--- src/rtl/rr_arbiter4_pkg.sv ---
// Shared types and constants for the rr_arbiter4 round-robin arbiter.
// Replaces the rr_arb_defs.vh header: holds the state encodings and the hold counter width.
package rr_arbiter4_pkg;
  typedef enum logic {
    ST_IDLE  = 1'b0,
    ST_GRANT = 1'b1
  } arb_state_e;

  localparam int ARB_CNT_W = 8;
  localparam int NUM_REQ   = 4;

  // Rotate right so that bit 'sh' of r lands in bit 0 (search start position).
  function automatic logic [NUM_REQ-1:0] rot_right4(input logic [NUM_REQ-1:0] r,
                                                    input logic [1:0] sh);
    logic [2*NUM_REQ-1:0] w;
    w = {r, r} >> sh;
    return w[NUM_REQ-1:0];
  endfunction
endpackage

--- src/rtl/rr_arbiter4_if.sv ---
// Request/grant bundle between requesters (master) and the arbiter (slave).
interface rr_arbiter4_if;
  logic [3:0] req;
  logic [3:0] gnt;
  logic       y1;
  logic       y0;
  logic       v;

  modport master (output req, input gnt, y1, y0, v);
  modport slave  (input req, output gnt, y1, y0, v);
endinterface

--- src/rtl/rr_arbiter4_four_to_two_prio_enc.sv ---
// Combinational fixed-priority 4-to-2 encoder; input a (bit 0) has highest priority.
module four_to_two_prio_enc (
  input  logic i_a,
  input  logic i_b,
  input  logic i_c,
  input  logic i_d,
  output logic o_y1,
  output logic o_y0,
  output logic o_v
);
  assign o_v  = i_a | i_b | i_c | i_d;
  assign o_y1 = ~i_a & ~i_b & (i_c | i_d);
  assign o_y0 = ~i_a & (i_b | (~i_c & i_d));
endmodule

--- src/rtl/rr_arbiter4.sv ---
// Four-requester round-robin arbiter with registered one-hot and encoded grant outputs.
// Optional owner pre-emption after MAX_HOLD cycles is enabled by defining ARB_TIMEOUT_EN.
module rr_arbiter4
  import rr_arbiter4_pkg::*;
#(
  parameter int MAX_HOLD = 16
) (
  input logic          clk,
  input logic          rst_n,
  rr_arbiter4_if.slave arb
);
  if (MAX_HOLD < 2 || MAX_HOLD > 255) begin : g_bad_hold
    $error("rr_arbiter4: MAX_HOLD out of range 2..255");
  end

  arb_state_e r_state, w_state_nxt;
  logic [1:0] r_ptr, w_ptr_nxt;
  logic [3:0] r_gnt, w_gnt_nxt;
  logic [1:0] r_y, w_y_nxt;

  logic       w_rel, w_tmo, w_rearb;
  logic [1:0] w_sptr, w_win;
  logic [3:0] w_rot;
  logic       w_ey1, w_ey0, w_ev;

  // r_y is the owner index while in GRANT (y holds the last index when idle)
  assign w_rel   = (r_state == ST_GRANT) && !arb.req[r_y];
  assign w_rearb = w_rel | w_tmo;
  assign w_sptr  = w_rearb ? r_y + 2'd1 : r_ptr;
  assign w_rot   = rot_right4(arb.req, w_sptr);

  four_to_two_prio_enc u_enc (
    .i_a (w_rot[0]),
    .i_b (w_rot[1]),
    .i_c (w_rot[2]),
    .i_d (w_rot[3]),
    .o_y1(w_ey1),
    .o_y0(w_ey0),
    .o_v (w_ev)
  );

  assign w_win = {w_ey1, w_ey0} + w_sptr;

`ifdef ARB_TIMEOUT_EN
  localparam logic [ARB_CNT_W-1:0] CNT_MAX = ARB_CNT_W'(MAX_HOLD - 1);
  logic [ARB_CNT_W-1:0] r_cnt;
  logic                 w_new_grant;

  assign w_tmo       = (r_state == ST_GRANT) && (r_cnt == CNT_MAX) && |(arb.req & ~r_gnt);
  assign w_new_grant = w_ev && ((r_state == ST_IDLE) || w_rearb);

  // Saturates at CNT_MAX so a lone owner keeps re-checking for contenders every cycle
  always_ff @(posedge clk or negedge rst_n) begin
    if (!rst_n)                                        r_cnt <= '0;
    else if (w_new_grant)                              r_cnt <= '0;
    else if (r_state == ST_GRANT && r_cnt != CNT_MAX)  r_cnt <= r_cnt + 1'b1;
  end
`else
  assign w_tmo = 1'b0;
`endif

  always_ff @(posedge clk or negedge rst_n) begin
    if (!rst_n) begin
      r_state <= ST_IDLE;
      r_ptr   <= 2'd0;
      r_gnt   <= 4'b0000;
      r_y     <= 2'd0;
    end else begin
      r_state <= w_state_nxt;
      r_ptr   <= w_ptr_nxt;
      r_gnt   <= w_gnt_nxt;
      r_y     <= w_y_nxt;
    end
  end

  always_comb begin
    w_state_nxt = r_state;
    w_ptr_nxt   = r_ptr;
    w_gnt_nxt   = r_gnt;
    w_y_nxt     = r_y;
    case (r_state)
      ST_IDLE: begin
        if (w_ev) begin
          w_state_nxt = ST_GRANT;
          w_gnt_nxt   = 4'(4'b0001 << w_win);
          w_y_nxt     = w_win;
        end
      end
      ST_GRANT: begin
        if (w_rearb) begin
          w_ptr_nxt = w_sptr;
          if (w_ev) begin
            w_gnt_nxt = 4'(4'b0001 << w_win);
            w_y_nxt   = w_win;
          end else begin
            w_state_nxt = ST_IDLE;
            w_gnt_nxt   = 4'b0000;
          end
        end
      end
      default: w_state_nxt = ST_IDLE;
    endcase
  end

  assign arb.gnt = r_gnt;
  assign arb.y1  = r_y[1];
  assign arb.y0  = r_y[0];
  assign arb.v   = (r_state == ST_GRANT);
endmodule
--- src/flat_wrapper.sv ---
// flat-port wrapper written by rule: the top's interface ports become plain ports
module rr_arbiter4_flat import rr_arbiter4_pkg::*;
#(
  parameter int MAX_HOLD = 16
)
  (clk, rst_n, arb_req, arb_gnt, arb_y1, arb_y0, arb_v);
  rr_arbiter4_if arb_i ();
  input logic clk;
  input logic rst_n;
  input wire logic [$bits(arb_i.req)-1:0] arb_req;
  output wire logic [$bits(arb_i.gnt)-1:0] arb_gnt;
  output wire logic [$bits(arb_i.y1)-1:0] arb_y1;
  output wire logic [$bits(arb_i.y0)-1:0] arb_y0;
  output wire logic [$bits(arb_i.v)-1:0] arb_v;
  assign arb_i.req = arb_req;
  assign arb_gnt = arb_i.gnt;
  assign arb_y1 = arb_i.y1;
  assign arb_y0 = arb_i.y0;
  assign arb_v = arb_i.v;
  rr_arbiter4 #(.MAX_HOLD(MAX_HOLD)) u_core (.clk(clk), .rst_n(rst_n), .arb(arb_i));
endmodule
--- config.mk ---
export PLATFORM = sky130hd
export DESIGN_NAME = rr_arbiter4_flat
export DESIGN_NICKNAME = d
export VERILOG_FILES = /design/src/rtl/rr_arbiter4_pkg.sv /design/src/rtl/rr_arbiter4_if.sv /design/src/rtl/rr_arbiter4_four_to_two_prio_enc.sv /design/src/rtl/rr_arbiter4.sv /design/src/flat_wrapper.sv
export SDC_FILE = /design/constraint.sdc
export NUM_CORES = 1
export LEC_CHECK = 0
export ABC_AREA = 1
export CAP_MARGIN = 30
export CORE_MARGIN = 10
export CORE_UTILIZATION = 40
export DETAILED_ROUTE_END_ITERATION = 8
export PLACE_DENSITY = 0.64
export SETUP_SLACK_MARGIN = 0.4
export SYNTH_ARGS = -nofsm -noshare
export SYNTH_HDL_FRONTEND = slang
export SYNTH_HIERARCHICAL = 1
export SYNTH_SLANG_ARGS = --single-unit
--- constraint.sdc ---
create_clock -name clk -period 1.9 [get_ports clk]
set_input_delay 0.38 -clock clk [delete_from_list [all_inputs] [get_ports clk]]
set_output_delay 0.38 -clock clk [all_outputs]
set_load 0.01 [all_outputs]
==> flow_summary.json, run 1 <==
{
  "n_antenna_cell": 0,
  "setup_viol": 7,
  "syn-num-nets": 101,
  "min_period_ns": 2.21,
  "cts_max_path_buffers": 2,
  "num_vias": 813,
  "status": "complete, but fails checks",
  "timing.final.crit_share_pct": 116,
  "ys_ff_latch": 9,
  "slew_viol_final": 0,
  "wl_per_cell_um": 13.3,
  "rsz0062_at_grt": "yes",
  "whs_ns": 0.410,
  "ant_nets": 0,
  "fp.dieW_um": 61.5,
  "synthDistinctLibCells": 17,
  "final_core_util_pct": 75.3,
  "cpMostUsedCell": "nand2_4",
  "postSynthCellCount": 95,
  "core.rowCount": 14,
  "nFillCells": 124,
  "yosysSeqAreaShare_pct": 32.7,
  "fmax_mhz": 452,
  "arrival_ns": 2.37,
  "place_congestion": 0.792,
  "postRouteWirelength_mm": 2.08,
  "gr-usage-met3_pct": 2.88,
  "maxCapViolations": 0,
  "layout-drive-gt1-share_pct": 58.2,
  "core-area_um2": 1560,
  "boundaryPins": 13,
  "dpl.hpwl_mm": 1.47,
  "use_met2_pct": 21.7,
  "initial_core_util_pct": 44.1,
  "critPathTopFamily": "simple AND/OR/NAND/NOR gates",
  "cts_buffers": 3,
  "grt_pass1_vias": 790,
  "drt_iter0_drc": 4,
  "avgViaCountPerCell": 5.18,
  "postCtsHoldBufs": 0,
  "cts.sinks": 9,
  "relSlewSlack_pct": 71.6,
  "antenna_found_initial": 0,
  "grt_usage_pct": 11.6,
  "worst_path_max_delay_cell": "dfrtp_2",
  "finalWorstSetupSlack_ns": -0.311,
  "met1_usage_pct": 11.3,
  "areaGrowthSynthToFinish_pct": 70.5,
  "busiest_layer": "met2",
  "nNetsFinal": 148,
  "fp.dieH_um": 61.5,
  "cts_tree": "yes",
  "grt_max_degree": 10,
  "synth_area_leader_cell": "dfrtp_1",
  "slowest_delay_ns": 0.43,
  "yosysWarnings": 6,
  "portBuffers": 12,
  "worstPathRequired_ns": 2.06,
  "synth.avg_cell_area_um2": 7.24,
  "die-area_um2": 3780,
  "gr-total-overflow": 0,
  "dr.pass1.iters": 4,
  "synth_area_leaders": "dfrtp_1 (33%), nand2_1 (13%), nand3_1 (12%), o211ai_1 (8.7%), nand2_2 (5.5%)",
  "grt_pass1_wl_mm": 3.26,
  "tightest_slew_ns": 0.425,
  "cp_max_fo": 6,
  "worstSetupPathType": "reg2reg",
  "drc": 0,
  "finClkSkew_ns": 0.00788,
  "clk_latency_ns": 0.27,
  "violations": "setup timing",
  "crit_chain": "inv_2 > nand2_2 > nand3_2 > nand2_4 > nand2_4 > nand2_4 > nand2_4 > or2_1 > o211ai_1 > nand2_1 > inv_2 > nand2_2 > a21oi_4 > buf_6 > nand3_2 > nand2_2 > nor2_2 > nand3_1 > nand2_1",
  "synth_top_area_share_pct": 32.7,
  "endpoint_kind": "flip-flop",
  "path_buf_inv": 3,
  "hp-class": "in2async",
  "htreeDepth": 1,
  "hold_violations": 0,
  "startpoint_type": "flip-flop",
  "cts_root_buffer": "clkbuf_4",
  "path_clk_slew_ns": 0.07,
  "syn_area_um2": 688
}
## cell usage after synthesis
library cell  count
o21ai_1           1
nand3_1          16
inv_2             4
o211ai_1          8
dfrtp_1           9
inv_1             9
nand4_1           1
o21ai_0           2
nand3_2           3
nor2_2            1
or2_1             4
nor2_1            1
nand2_1          24
a21oi_2           2
xor2_1            1
nand2_2           6
nand2_4           3
## per-layer routing
layer,share of wire [%],up-vias
li1,-,412
met1,41,378
met2,52,16
met3,4.1,7
met4,3.2,0
met5,0,-
## state kept, by name, summed over array words and instances (netlist names)
| signal | cells |
|---|---|
| u_core/arb.gnt | 4 |
| u_core/r_y | 2 |
| u_core/arb.v | 1 |
| u_core/r_ptr | 2 |
## stage by stage
| stage | setup slack, ns | cell area, um2 | TNS, ns | std cells |
|---|---|---|---|---|
| 6_report | -0.311 | 1170 | -2.02 | 157 |
| 4_1_cts | -0.367 | 1110 | -2.21 | 156 |
| 3_5_place_dp | -0.718 | 985 | -4.62 | 142 |
| 5_1_grt | -0.468 | 1170 | -3.20 | 157 |
| 2_1_floorplan | -0.179 | 702 | -0.835 | 95 |
| 3_3_place_gp | -0.654 | 985 | -4.27 | 142 |
## path summary, 6_finish.rpt
path                                        start                end  slack, ns  cells after the start
worst min register to register  u_core/arb.gnt[2]  u_core/arb.gnt[2]       0.47                      2
max in group asynchronous                   rst_n      u_core/r_y[0]       1.16                      1
worst max-delay path                u_core/r_y[0]  u_core/arb.gnt[2]      -0.31                     19
worst max register to register      u_core/r_y[0]  u_core/arb.gnt[2]      -0.31                     19
worst min-delay path                        rst_n    u_core/r_ptr[1]       0.41                      1
min in group clk                u_core/arb.gnt[2]  u_core/arb.gnt[2]       0.47                      2
## kinds of logic after synthesis
kind of cell	after synthesis	share of synthesized area (%)
buf+inv	13	7.09
compound gates	13	13.5
xor+xnor	1	1.27
simple gates	59	45.5
flops	9	32.7
## layout by cell type, fill, tap and decap left out, drive strengths merged
cell type	n
a21oi	2
dlygate4sd2	9
inv	13
buf	30
o211ai	8
dfrtp	9
nor2	2
nand3	19
clkdlybuf4s50	1
clkbuf	6
xor2	1
or2	4
nand4	1
nand2	33
o21ai	3
## final cells by class
type / count / area, um2 / share of cell area, %
Clock buffer: 4 / 26.3 / 2.24
Inverter: 13 / 51.3 / 4.37
Multi-Input combinational cell: 73 / 517 / 44.0
Sequential cell: 9 / 228 / 19.4
Tap cell: 16 / 20.0 / 1.71
Timing Repair Buffer: 42 / 332 / 28.3
## repair_timing
item                                    4_1_cts  5_1_grt
resized for setup                            26       22
endpoints found under the setup margin       14        8
pin swaps                                    20       23
buffers inserted                             10        1
hold endpoints to repair                      0        0
Power of run 1 is not shown: default switching activity piles up to over one toggle a cycle in this logic, so the estimate is an artifact.
==> run 2, diff against run 1 <==
--- a/config.mk
+++ b/config.mk
@@ -7,6 +7,7 @@
 export LEC_CHECK = 0
 export ABC_AREA = 1
 export CAP_MARGIN = 30
+export CORE_ASPECT_RATIO = 0.8
 export CORE_MARGIN = 10
 export CORE_UTILIZATION = 40
 export DETAILED_ROUTE_END_ITERATION = 8
==> run 2 against run 1 <==
The run still ends with setup timing left. Via count increased by 1.1%. Core utilization decreased by 1.5 points. Register-to-register slack got worse by 0.10 ns. Cell area increased by 2.2%. Clock-buffer cell count unchanged. Global-route usage decreased by 0.70 points. Fmax decreased by 4.3%. Cell count increased by 0.64%. Wire length increased by 9.4%. Critical path depth decreased by 2. Clock skew increased by 0.0018 ns. Sequential share of layout area decreased by 0.42 points.
==> flow_summary.json, run 2 (synthesis gave the netlist of run 1 again) <==
{
  "worstPathRequired_ns": 2.05,
  "final_common_cell": "buf_4",
  "rsz0062_at_grt": "yes",
  "setup_viol": 7,
  "clk_latency_ns": 0.26,
  "hold_violations": 0,
  "grt_pass1_vias": 784,
  "wl_met3_um": 129,
  "cts.sinks": 9,
  "initial_core_util_pct": 42.3,
  "grt_max_degree": 10,
  "nFillCells": 124,
  "startpoint_type": "flip-flop",
  "finalWorstSetupSlack_ns": -0.411,
  "tightest_slew_ns": 0.435,
  "relSlewSlack_pct": 70.9,
  "finClkSkew_ns": 0.00970,
  "critPathTopFamily": "simple AND/OR/NAND/NOR gates",
  "drt_iter0_drc": 9,
  "slowest_delay_ns": 0.44,
  "nNetsFinal": 143,
  "core-area_um2": 1630,
  "num_vias": 822,
  "path_clk_slew_ns": 0.07,
  "areaGrowthSynthToFinish_pct": 74.4,
  "drc": 0,
  "arrival_ns": 2.46,
  "worst_path_max_delay_cell": "dfrtp_2",
  "gr-total-overflow": 0,
  "path_buf_inv": 4,
  "fp.dieH_um": 57.1,
  "timing.final.crit_share_pct": 122,
  "cts_buffers": 3,
  "final_cell_mix": "buf_4 (24), nand2_1 (14), nand2_2 (12)",
  "ant_nets": 0,
  "core.rowCount": 13,
  "reg2reg_slack_ns": -0.41,
  "cp_max_fo": 6,
  "antenna_found_initial": 0,
  "grt_usage_pct": 10.9,
  "final_area_um2": 1200,
  "m1WireLength_um": 924,
  "crit_chain": "inv_2 > nand2_2 > nand3_2 > nand2_4 > nand3_1 > nand2_2 > inv_1 > o211ai_1 > nand2_1 > buf_4 > nand2_2 > a21oi_4 > inv_2 > nor2_4 > nand3_4 > nand3_2 > nand2_1",
  "wl_per_cell_um": 14.4,
  "layout-drive-gt1-share_pct": 61.0,
  "cts_max_path_buffers": 2,
  "fmax_mhz": 433,
  "min_period_ns": 2.31,
  "maxCapViolations": 0,
  "dpl_cell_area_um2": 985,
  "status": "complete, but fails checks",
  "endpoint_kind": "flip-flop",
  "cts_root_buffer": "clkbuf_4",
  "dpl.hpwl_mm": 1.53,
  "post-place-ws_ns": -0.766,
  "cpMostUsedCell": "nand2_2",
  "postRouteWirelength_mm": 2.28,
  "grt_pass1_wl_mm": 3.35,
  "place_congestion": 0.887,
  "htreeDepth": 1,
  "worstSetupPathType": "reg2reg",
  "fp.dieW_um": 66.4,
  "slew_viol_final": 0,
  "largest_register_ffs": 4,
  "dr.pass1.iters": 4,
  "hp-class": "in2async",
  "avgViaCountPerCell": 5.20,
  "wl_met2_mm": 1.21,
  "routed.top_layer": "met4",
  "boundaryPins": 13,
  "cts_tree": "yes",
  "portBuffers": 12,
  "n_antenna_cell": 0,
  "die-area_um2": 3790,
  "violations": "setup timing"
}
==> run 2: cell types whose count changed in the layout (fill, tap and decap cells not counted), sizes merged <==
cell,change
buf,-4
dlygate4sd2,-1
==> run 2: final cells by class <==
class	instances	area (um2)	area share (%)
flip-flops and latches	9	228	19.0
inverters	13	48.8	4.07
well taps	22	27.5	2.29
multi-input cells	73	577	48.1
clock buffers	4	26.3	2.19
repair buffers	37	293	24.4
==> run 2: worst reg2reg max path, delay by kind of cell, from the launching register on <==
family | cells | cell delay (ns)
DFF | 1 | 0.44
buffers and inverters | 4 | 0.43
AOI/OAI and AO/OA | 2 | 0.32
and+or+nand+nor | 11 | 1.02
==> run 2: final timing paths <==
kind | from | endpoint | depth (start not counted)
max | u_core/r_y[0] | u_core/r_y[1] | 17
min | rst_n | u_core/r_ptr[0] | 1
max reg2reg | u_core/r_y[0] | u_core/r_y[1] | 17
min reg2reg | u_core/arb.gnt[1] | u_core/arb.gnt[1] | 2
max in group asynchronous | rst_n | u_core/arb.v | 1
min in group clk | u_core/arb.gnt[1] | u_core/arb.gnt[1] | 2
==> run 2: timing repair <==
action	in CTS	in global routing
pin swaps	17	21
hold buffers	0	0
resized for setup	30	32
setup endpoints to repair	14	9
buffers inserted	5	2
==> run 2: per-layer routing <==
metal	vias to the layer above	track usage, %
met5	-	0
li1	404	-
met1	396	13.4
met2	20	17.7
met4	0	0.896
met3	2	5.07
==> run 2: through the flow <==
step | hold WS, ns | utilization, % | setup TNS, ns | instances
4_1_cts | 0.442 | 66.0 | -2.06 | 156
3_3_place_gp | 0.463 | 60.5 | -4.31 | 147
2_1_floorplan | 0.0844 | - | -0.835 | 95
6_report | 0.420 | 73.8 | -2.58 | 158
3_5_place_dp | 0.471 | 60.5 | -4.92 | 147
5_1_grt | 0.436 | 73.8 | -3.33 | 158
Power of run 2 is left out for the same reason.
==> run 3, diff against run 2 <==
--- a/config.mk
+++ b/config.mk
@@ -7,11 +7,12 @@
 export LEC_CHECK = 0
 export ABC_AREA = 1
 export CAP_MARGIN = 30
-export CORE_ASPECT_RATIO = 0.8
 export CORE_MARGIN = 10
-export CORE_UTILIZATION = 40
+export CORE_UTILIZATION = 45
 export DETAILED_ROUTE_END_ITERATION = 8
-export PLACE_DENSITY = 0.64
+export GPL_ROUTABILITY_DRIVEN = 0
+export HOLD_SLACK_MARGIN = 0.02
+export PLACE_DENSITY = 0.71
 export SETUP_SLACK_MARGIN = 0.4
 export SYNTH_ARGS = -nofsm -noshare
 export SYNTH_HDL_FRONTEND = slang
==> run 3 against run 2 <==
The flow still finishes with violations (setup timing). Critical path depth is 2 higher. First-iteration DRC count increased to 2.6 times the previous value. Core utilization up 5.1 points. Global-route usage rose by 0.96 points. Sequential share of layout area up 0.63 points. Cell count fell by 3.2%. Non-clock buffer count rose by 1. Setup slack gained 0.031 ns. Critical path type unchanged. Highest routed layer unchanged.
==> flow_summary.json, run 3 (synthesis gave the netlist of run 1 again) <==
{
  "fmax_mhz": 439,
  "grt_usage_pct": 11.9,
  "postCtsHoldBufs": 0,
  "gr-total-overflow": 0,
  "finalWorstSetupSlack_ns": -0.380,
  "status": "complete, but fails checks",
  "drt_iter0_drc": 23,
  "layout-drive-gt1-share_pct": 59.1,
  "cpMostUsedCell": "nand2_4",
  "nNetsFinal": 144,
  "stdcell_count": 153,
  "boundaryPins": 13,
  "cts.sinks": 9,
  "cts_max_path_buffers": 2,
  "finClkSkew_ns": 0.00702,
  "wl_met3_um": 151,
  "wl_met2_mm": 1.13,
  "m1WireLength_um": 930,
  "startpoint_type": "flip-flop",
  "reg2reg_to": "u_core/arb.gnt[0]",
  "clk_latency_ns": 0.27,
  "cp_max_fo": 6,
  "violations": "setup timing",
  "grt_pass1_vias": 758,
  "areaGrowthSynthToFinish_pct": 68.7,
  "endpoint_kind": "flip-flop",
  "ant_nets": 0,
  "worstSetupPathType": "reg2reg",
  "largest_register_ffs": 4,
  "dr.pass1.iters": 4,
  "slew_viol_final": 0,
  "avgViaCountPerCell": 5.42,
  "setup_viol": 7,
  "cp-startpoint": "u_core/r_y[0]",
  "fp.dieW_um": 59.1,
  "placed_cells_incl_taps": 141,
  "regToRegStartpoint": "u_core/r_y[0]",
  "antenna_found_initial": 0,
  "ff2ff_path_depth": 19,
  "final_cell_mix": "buf_4 (24), nand2_1 (15), inv_2 (11), nand2_2 (11), nand3_2 (11)",
  "portBuffers": 12,
  "postRouteWirelength_mm": 2.23,
  "arrival_ns": 2.44,
  "slowest_delay_ns": 0.41,
  "n_antenna_cell": 0,
  "grt_pass1_wl_mm": 3.28,
  "relSlewSlack_pct": 71.2,
  "worst_path_max_delay_cell": "dfrtp_2",
  "routed.top_layer": "met4",
  "tns_ns": -2.42,
  "num_vias": 830,
  "drc": 0,
  "min_period_ns": 2.28,
  "reg2reg_slack_ns": -0.38,
  "wl_per_cell_um": 14.6,
  "dpl.hpwl_mm": 1.44,
  "maxCapViolations": 0,
  "cts_root_buffer": "clkbuf_4",
  "post-place-ws_ns": -0.706,
  "rsz0062_at_grt": "yes",
  "nFillCells": 97,
  "final_common_cell": "buf_4",
  "fp.dieH_um": 59.1,
  "hp-class": "in2async",
  "core.rowCount": 14,
  "worstPathRequired_ns": 2.06,
  "tightest_slew_ns": 0.431,
  "htreeDepth": 1,
  "cts_buffers": 3,
  "grt_max_degree": 10,
  "hold_violations": 0,
  "timing.final.crit_share_pct": 120,
  "cts_tree": "yes",
  "crit_chain": "inv_2 > nand2_2 > nand3_4 > nand2_4 > nand2_4 > nand2_4 > nand2_4 > or2_1 > o211ai_1 > nand2_1 > inv_2 > nand2_2 > a21oi_2 > buf_4 > nand3_4 > nand2_4 > nor2_4 > nand3_2 > nand2_1",
  "path_clk_slew_ns": 0.06,
  "die-area_um2": 3490,
  "initial_core_util_pct": 46.8,
  "core-area_um2": 1470
}
-- run 3: what timing repair did --
| item | 4_1_cts | 5_1_grt |
|---|---|---|
| pin swaps | 24 | 21 |
| gates resized for setup | 32 | 23 |
| setup buffers | 6 | 2 |
| setup endpoints to repair | 14 | 9 |
| endpoints found under the hold margin | 0 | 0 |
-- run 3: how the worst max path moves through the flow --
stage	to	slack, ns	cells past startpoint
floorplan	u_core/arb.gnt[2]	-0.18	17
global placement	u_core/arb.gnt[2]	-0.65	18
detailed placement	u_core/arb.gnt[1]	-0.71	16
CTS	u_core/arb.gnt[0]	-0.30	19
global route	u_core/arb.gnt[2]	-0.51	19
finish	u_core/arb.gnt[0]	-0.38	19
-- run 3: cell type report --
cell class / instances / area [um2] / share of cell area [%]
inverters: 13 / 48.8 / 4.20
multi-input cells: 73 / 541 / 46.6
well taps: 16 / 20.0 / 1.72
clock buffers: 4 / 26.3 / 2.26
repair buffers: 38 / 298 / 25.6
flip-flops and latches: 9 / 228 / 19.6
-- run 3: layer usage --
metal / up-vias / GRT usage (%)
met2: 32 / 20.1
met5: - / 0
li1: 405 / -
met4: 0 / 4.26
met3: 2 / 5.36
met1: 391 / 12.7
-- run 3: critical path, delay by kind of cell (launching register included) --
kind,cells,cell delay [ns]
AOI/OAI and AO/OA,2,0.26
buffers and inverters,3,0.32
and+or+nand+nor,14,1.19
DFF,1,0.41
-- run 3: metrics by stage --
stage | util (%) | hold WS (ns) | cell area, um2
2_1_floorplan | - | 0.0844 | 702
3_3_place_gp | 66.4 | 0.462 | 977
3_5_place_dp | 66.4 | 0.469 | 977
4_1_cts | 73.8 | 0.423 | 1090
5_1_grt | 78.9 | 0.427 | 1160
6_report | 78.9 | 0.416 | 1160
Power of run 3 is left out for the same reason.
